[config.mk]
export PLATFORM = sky130hd
export DESIGN_NAME = cnt_seq_ctrl
export DESIGN_NICKNAME = d
export VERILOG_FILES = /design/src/rtl/cnt_seq_pkg.sv /design/src/rtl/cnt_seq_sync.sv /design/src/rtl/cnt_seq_ctrl.sv
export SDC_FILE = /design/constraint.sdc
export NUM_CORES = 1
export LEC_CHECK = 0
export ABC_AREA = 1
export BUFFER_PORTS_ARGS = -buffer_cell sky130_fd_sc_hd__buf_2
export CAP_MARGIN = 25
export CORE_MARGIN = 3
export CORE_UTILIZATION = 60
export DETAILED_ROUTE_END_ITERATION = 12
export MAX_ROUTING_LAYER = met4
export PLACE_DENSITY = 0.9
export SETUP_SLACK_MARGIN = 0.4
export SLEW_MARGIN = 20
export SYNTH_ARGS = -nofsm -noshare
export SYNTH_HDL_FRONTEND = slang
export SYNTH_SLANG_ARGS = --single-unit
export TNS_END_PERCENT = 1
[constraint.sdc]
create_clock -name clk -period 3.9 [get_ports clk]
set_clock_uncertainty 0.05 [all_clocks]
set_input_delay 0.78 -clock clk [delete_from_list [all_inputs] [get_ports clk]]
set_output_delay 0.78 -clock clk [all_outputs]
set_load 0.005 [all_outputs]
[src/rtl/cnt_seq_pkg.sv]
// Shared types and constants for the command-driven up/down counter sequencer.
package cnt_seq_pkg;

  // Controller states; the encoding is visible in the status byte.
  typedef enum logic [1:0] {
    ST_IDLE = 2'b00,
    ST_RUN  = 2'b01,
    ST_DONE = 2'b10
  } state_e;

  // Command codes carried in ui_in[7:6].
  localparam logic [1:0] CMD_LOAD_CNT = 2'b00;
  localparam logic [1:0] CMD_LOAD_TC  = 2'b01;
  localparam logic [1:0] CMD_START    = 2'b10;
  localparam logic [1:0] CMD_STOP     = 2'b11;

  // Bit positions inside the status byte; bits [1:0] always read zero.
  localparam int ST_STATE_MSB = 7;
  localparam int ST_STATE_LSB = 6;
  localparam int ST_DONE_BIT  = 5;
  localparam int ST_WRAP_BIT  = 4;
  localparam int ST_DIR_BIT   = 3;
  localparam int ST_BUSY_BIT  = 2;

  // Assemble the status byte from the registered controller state.
  function automatic logic [7:0] pack_status(input state_e st,
                                             input logic   done_f,
                                             input logic   wrap_f,
                                             input logic   dir_f);
    logic [7:0] s;
    s = 8'h00;
    s[ST_STATE_MSB:ST_STATE_LSB] = st;
    s[ST_DONE_BIT]               = done_f;
    s[ST_WRAP_BIT]               = wrap_f;
    s[ST_DIR_BIT]                = dir_f;
    s[ST_BUSY_BIT]               = (st == ST_RUN) ? 1'b1 : 1'b0;
    return s;
  endfunction

endpackage

[src/rtl/cnt_seq_sync.sv]
// Two-flop synchronizer for the asynchronous command strobe, followed by a
// rising-edge detector that yields a single-cycle execute pulse.
module cnt_seq_sync
  import cnt_seq_pkg::*;
(
  input  logic clk,
  input  logic rst_n,
  input  logic strobe_in,
  output logic rise_pulse
);

  logic meta_q, meta_d;
  logic sync_q, sync_d;
  logic prev_q, prev_d;

  // Next-state of the synchronizer chain and the edge-history flop.
  always_comb begin
    meta_d = strobe_in;
    sync_d = meta_q;
    prev_d = sync_q;
  end

  // Chain registers with synchronous active-low reset.
  always_ff @(posedge clk) begin
    if (!rst_n) begin
      meta_q <= 1'b0;
      sync_q <= 1'b0;
      prev_q <= 1'b0;
    end else begin
      meta_q <= meta_d;
      sync_q <= sync_d;
      prev_q <= prev_d;
    end
  end

  // High for exactly one cycle after the synchronized strobe goes 0->1.
  assign rise_pulse = sync_q & ~prev_q;

endmodule

[src/rtl/cnt_seq_ctrl.sv]
// Command-driven 8-bit up/down counter with prescaler, terminal count and
// sticky done/wrap flags; uo_out shows either the count or a status byte.
module cnt_seq_ctrl
  import cnt_seq_pkg::*;
#(
  parameter int         PRE_W  = 3,
  parameter logic [7:0] RST_TC = 8'hFF
) (
  input  logic       clk,
  input  logic       rst_n,
  input  logic       ena,
  input  logic [7:0] ui_in,
  input  logic [7:0] uio_in,
  output logic [7:0] uo_out,
  output logic [7:0] uio_out,
  output logic [7:0] uio_oe
);

  // Input field decode; fields are only consumed in the execute cycle.
  logic [1:0]       cmd_s;
  logic             dir_in_s;
  logic             strobe_s;
  logic             view_s;
  logic [PRE_W-1:0] pre_in_s;
  logic             unused_s;

  assign cmd_s    = ui_in[7:6];
  assign dir_in_s = ui_in[5];
  assign strobe_s = ui_in[4];
  assign view_s   = ui_in[3];
  assign pre_in_s = PRE_W'(ui_in[2:0]);
  assign unused_s = ena;

  // Registered state.
  state_e           state_q, state_d;
  logic [7:0]       cnt_q, cnt_d;
  logic [7:0]       load_q, load_d;
  logic [7:0]       tc_q, tc_d;
  logic [PRE_W-1:0] pcnt_q, pcnt_d;
  logic [PRE_W-1:0] pre_q, pre_d;
  logic             dir_q, dir_d;
  logic             done_q, done_d;
  logic             wrap_q, wrap_d;

  logic             go_s;
  logic             tick_s;
  logic             stop_s;
  logic             wrap_step_s;
  logic [7:0]       step_s;

  cnt_seq_sync u_sync (
    .clk        (clk),
    .rst_n      (rst_n),
    .strobe_in  (strobe_s),
    .rise_pulse (go_s)
  );

  // Tick, step value and wrap detection derived from registered state.
  always_comb begin
    tick_s      = (state_q == ST_RUN) && (pcnt_q == pre_q);
    stop_s      = go_s && (cmd_s == CMD_STOP) && (state_q == ST_RUN);
    step_s      = dir_q ? (cnt_q - 8'd1) : (cnt_q + 8'd1);
    wrap_step_s = dir_q ? (cnt_q == 8'h00) : (cnt_q == 8'hFF);
  end

  // FSM next-state: command execution, then prescaled counting in RUN.
  always_comb begin
    state_d = state_q;
    cnt_d   = cnt_q;
    load_d  = load_q;
    tc_d    = tc_q;
    pcnt_d  = pcnt_q;
    pre_d   = pre_q;
    dir_d   = dir_q;
    done_d  = done_q;
    wrap_d  = wrap_q;

    if (go_s) begin
      case (cmd_s)
        CMD_LOAD_CNT: begin
          if (state_q != ST_RUN) begin
            load_d  = uio_in;
            cnt_d   = uio_in;
            state_d = ST_IDLE;
          end else begin
            load_d = load_q;
          end
        end
        CMD_LOAD_TC: begin
          tc_d = uio_in;
        end
        CMD_START: begin
          if (state_q != ST_RUN) begin
            dir_d   = dir_in_s;
            pre_d   = pre_in_s;
            done_d  = 1'b0;
            wrap_d  = 1'b0;
            pcnt_d  = {PRE_W{1'b0}};
            state_d = ST_RUN;
            // Restarting from DONE begins again at the last loaded value.
            cnt_d   = (state_q == ST_DONE) ? load_q : cnt_q;
          end else begin
            state_d = state_q;
          end
        end
        CMD_STOP: begin
          state_d = (state_q == ST_RUN) ? ST_IDLE : state_q;
        end
        default: begin
          state_d = state_q;
        end
      endcase
    end else begin
      state_d = state_q;
    end

    // A STOP in the same edge as a tick wins: the count is held.
    if ((state_q == ST_RUN) && !stop_s) begin
      pcnt_d = tick_s ? {PRE_W{1'b0}} : (pcnt_q + {{(PRE_W-1){1'b0}}, 1'b1});
      if (tick_s) begin
        cnt_d  = step_s;
        wrap_d = wrap_q | wrap_step_s;
        if (step_s == tc_q) begin
          state_d = ST_DONE;
          done_d  = 1'b1;
        end else begin
          done_d = done_q;
        end
      end else begin
        cnt_d = cnt_q;
      end
    end else begin
      wrap_d = wrap_d;
    end
  end

  // State registers; reset overrides any command or tick in that cycle.
  always_ff @(posedge clk) begin
    if (!rst_n) begin
      state_q <= ST_IDLE;
      cnt_q   <= 8'h00;
      load_q  <= 8'h00;
      tc_q    <= RST_TC;
      pcnt_q  <= {PRE_W{1'b0}};
      pre_q   <= {PRE_W{1'b0}};
      dir_q   <= 1'b0;
      done_q  <= 1'b0;
      wrap_q  <= 1'b0;
    end else begin
      state_q <= state_d;
      cnt_q   <= cnt_d;
      load_q  <= load_d;
      tc_q    <= tc_d;
      pcnt_q  <= pcnt_d;
      pre_q   <= pre_d;
      dir_q   <= dir_d;
      done_q  <= done_d;
      wrap_q  <= wrap_d;
    end
  end

  // Zero-latency view mux over registered values; view is used unsynchronized.
  always_comb begin
    if (view_s) begin
      uo_out = pack_status(state_q, done_q, wrap_q, dir_q);
    end else begin
      uo_out = cnt_q;
    end
  end

  assign uio_out = 8'h00;
  assign uio_oe  = 8'h00;

endmodule

Word level (Yosys, flattened, before mapping) --
Cells that the tools add are included.
Storage, ports and cells: flip-flop bits (word level) 38, output and inout bits 24
Cells by class: $add $sub $neg 3, eq/ne operators 14, mux-type cells 35, bitwise logic cells 3, reduce and logical (&&, ||, !) cells 16
Operators with widths (number):
- 8-bit 2-to-1 mux | 8
- 8-bit one-hot mux with 2 select lines | 1
- 3-bit 2-to-1 mux | 5
- 2-bit 2-to-1 mux | 7
- 1-bit 2-to-1 mux | 13
- 3-bit != test (second input constant) | 3
- 3-bit AND reduction | 3
- 8-bit by 1-bit adder with 8-bit output (second input constant) | 1
- 8-bit == test | 1
- 8-bit == test (second input constant) | 1
- 8-bit logical NOT | 1
- 8-bit by 1-bit subtractor with 8-bit output (second input constant) | 1
- 2-bit == test (second input constant) | 3
- 2-bit one-hot mux with 3 select lines | 1
- 6-bit AND reduction | 1
- 2-bit nonzero test | 3
- 2-bit by 1-bit == test with 1-bit output (second input constant) | 2
- 1-bit logical AND | 4
- 3-bit by 1-bit adder with 3-bit output (second input constant) | 1
- 3-bit == test | 1
- 3-bit by 2-bit != test with 1-bit output (second input constant) | 1
- 3-bit nonzero test | 1
- 2-bit logical NOT | 1
- 2-bit by 1-bit != test with 1-bit output (second input constant) | 1
- other kinds (6) | 6

Longest topological paths before layout --
word-level depth 8, depth in mapped cells 13, depth with buffers taken out 13

Cells and area by module --
From an unflattened synthesis, not the netlist that was laid out.
Second synthesis, totals: cell total of the unflattened synthesis 371, area, all modules 2378.5 µm²
Modules (own cells, without submodules):
- cnt_seq_ctrl | instances 1, cells each 360, area an instance 2285.9 µm², seq. area each 700.7 µm²
- cnt_seq_sync | instances 1, cells each 11, area an instance 92.6 µm², seq. area each 60.1 µm²

Least setup slack after synthesis --
No wires, ideal clock.
path kind input to output, start point in ui_in[3], end point out uo_out[2], data arrival time 1055 ps, slack 2015 ps, cell stages on the path 2, path buffers 0, cells stage by stage inv_1 o21ai_0
On the way: word-level cells in the longest chain between the ends 1
Ends and longest elaborated chain:
- from (decl) | line cnt_seq_ctrl.sv:12 | input logic [7:0] ui_in,
- 8-bit 2-to-1 mux | line cnt_seq_ctrl.sv:164 | if (view_s) begin
- to (decl) | line cnt_seq_ctrl.sv:14 | output logic [7:0] uo_out,
Every way passes these cells.

Final worst setup path --
start point in ui_in[3], end point out uo_out[4]
Same word-level chain as after synthesis.

==> impl_results.md <==
- Setup TNS: 0 ns
- CP most frequent cell: buf_2
- Clock transition at path regs: 0.07 ns
- Seq/Total Area, Yosys: 0.3123
- CP Class: primary input to primary output
- Status: complete, no violations
- Nets@finish: 421
- Min-Delay Path Class: flop to flop
- Htree depth: 2
- Area growth from synthesis to layout: 6.420%
- Initial Utilization: 0.6413
- Rows: 22
- Routed Antenna Nets: 0
- WL/cell: roughly 12 um
- Reg2Reg Depth: 11
- Placed cells: between 400 and 500
- GRT overflow: 0
- Critical path launch point type: primary input
- Core Box Area: approximately 3800 um2
- Relative slew slack: 0.6377
- Setup Viol. Count Final: 0
- Drc violations: 0
- Chip Width: 69.72 um
- Die height: between 60 and 70 um
- Largest net degree at the start of global routing: 34
- Filler-free cell count of the finished design: approximately 440
- Fillers: 347
- Number of buffers added on ports: 25
- Slew @ Worst Pin: 0.5418 ns
- Cells after synthesis: about 370
- Inserted Diodes: 0
- Design Area, Final: 2592 um2
- Num CTS Buffers: 5
- # clock sinks: 38
- CP bufs+invs: 3
- Hold Path Origin: u_sync.meta_q
- VDD IR-drop max: 287.8 uV
- Top Metal Used: met4
- Vias in the first global route: 2080
- Via count: roughly 2.3k
- Post-CTS Hold Fix Bufs: 0
- Yosys synthesis warning count: 0
- Post-cts sizing count: 0
- Hpwl dp: 3.996 mm
- Met2 WL: 2.415 mm
- Most common cell after layout, fill and taps aside: nand2_1
- Total GRT Usage: 0.2303
- Fmax: approximately 450 MHz
- Max FO, Critical Path: 8
- Layout cell share with drive strength beyond 1: 0.1247
- Hold endpoint: u_sync.prev_d
- Post-Place Cell Area: ~2500 um2
- Routed metal-1 wire length: 2.349 mm
- Routed met3 length: 339 um
- Critical path's slowest cell: o21ai_0
- CTS tree: yes
- Initial antenna violation count: 0
- IO Pins: 43
- Iteration-0 DRC Markers: about 160
- Maximum buffer depth of the clock tree: 2
- Synth Cell Area: 2436 um2
- Avg Cell Area, Syn: between 6 and 7 um2
- Total setup buffers inserted after CTS: 0
- Die area: 4861 um2
- Crit path max-delay family: buffers and inverters
- Unique masters post-synth: 38
- First-pass GRT wire length: ~8.9 mm
- Leak: between 0.001 and 0.0015 uW
- Crit path largest cell delay: approximately 0.22 ns
- Clock root cell: clkbuf_8
- Vias/cell: 5.238
- Routed Wire Length: 5.214 mm
- Crit share post-route: 0.5747
- Pre-antenna DRT Iters: 4
- Placer Congestion: 0.8703
- FF+latch count, synth: 38
- Worst path cell trace: buf_2 > inv_1 > o21ai_0 > buf_2
- Max-cap viol count: 0
- RSZ-0062 raised after global routing: false
- WP data required: 3.07 ns
- Arrival @ worst endpoint: 1.41 ns
- R2R setup slack: roughly 1.8 ns
- Reg-to-reg critical path startpoint: dir_q
- WHS Path Cells: 2
- Skew-Pair Late Insertion Delay: 0.29 ns
- Final Slew Violations: 0
- Post-layout min period: 2.241 ns
- Hold Fails Final Rpt: 0
- PD cells: roughly 290 nW/um2
- Reg2reg end: state_q[0]
- Most frequent cells in the layout: 94 x nand2_1, 52 x inv_1, 38 x dfxtp_1
- Final Power: 752.9 uW
- Crit end category: primary output
[tightest hold or removal path: cells and delay by family, from the launching register on]
| family | cells | cell delay (ns) |
|---|---|---|
| flops | 1 | 0.31 |
| simple gates | 1 | 0.05 |
| buf+inv | 1 | 0.04 |
[registers in the layout (all words and copies together), names as in the netlist, 2 cells and up]
| register | flops |
|---|---|
| state_q | 2 |
| pre_q | 3 |
| tc_q | 8 |
| pcnt_q | 3 |
| load_q | 8 |
| cnt_q | 8 |
[Yosys cell counts (all sizes together)]
library cell / instances / area [um2]
clkbuf: 3 / 11.26
o2111ai: 1 / 8.760
fa: 1 / 20.02
buf: 21 / 156.4
ha: 7 / 87.58
xor2: 2 / 17.52
o21a: 1 / 7.510
o21ai: 33 / 168.9
xnor2: 1 / 8.760
a41oi: 1 / 8.760
dfxtp: 38 / 760.7
nand3b: 1 / 7.510
nor4: 1 / 6.260
nor2: 28 / 132.6
conb: 1 / 3.750
nand3: 30 / 155.1
nor3: 2 / 10.01
clkinv: 1 / 3.750
a31oi: 4 / 25.02
nand4: 4 / 25.02
a21oi: 27 / 138.9
or2: 1 / 6.260
nand2: 99 / 394.1
inv: 55 / 206.5
o211ai: 8 / 65.06
[area by class of cell]
cell class	instances	area (um2)	share of cell area
inverter	56	210.2	0.08108
tap	48	60.06	0.02317
multi-input combinational	268	1354	0.5222
sequential	38	760.7	0.2934
timing repair buffer	25	125.1	0.04826
clock buffer	6	82.58	0.03185
[worst max-delay path by stage]
stage | startpoint | end | slack, ns | cells after the start
final | ui_in[3] | uo_out[4] | 1.66 | 4
after global routing | ui_in[6] | dir_q | 1.50 | 7
after CTS | ui_in[3] | uo_out[4] | 1.66 | 4
after detailed placement | ui_in[6] | dir_q | 1.45 | 7
after global placement | ui_in[6] | pre_q[2] | 1.50 | 7
after floorplan | ui_in[3] | uo_out[2] | 2.02 | 2
[through the flow]
stage                     worst slack, ns    util  hold WS, ns
after floorplan                     2.015       -       0.3405
after global placement              1.497  0.6607       0.3488
after detailed placement            1.454  0.6607       0.3594
after CTS                           1.656  0.6825       0.3778
after global routing                1.498  0.6825       0.4001
final                               1.659  0.6825       0.3743
[layer usage]
layer | up-vias | GRT usage
met5 | - | -
met4 | 0 | 0.08936
met3 | 8 | 0.04928
met2 | 76 | 0.3782
met1 | 1014 | 0.2764
li1 | 1212 | -
[kinds of logic (layout without fill, tap and decap cells)]
logic type	count (synthesis)	count (layout)	synth area share
other	1	16	0.001539
DFF	38	38	0.3123
and+or+nand+nor	166	166	0.3025
AOI/OAI and AO/OA	75	75	0.1736
xor gates and xnor gates	3	3	0.01079
buffers and inverters	80	87	0.1551
adders and majority gates	8	8	0.04417
[power breakdown]
group	switching (uW)	leakage [uW]	internal, uW	total [uW]
logic	52.4	0.000893	27.1	79.5
registers	7.03	0.000308	396	403
clock network	134	0.0000431	136	271
No activity file was read; power rests on OpenSTA's default activity.
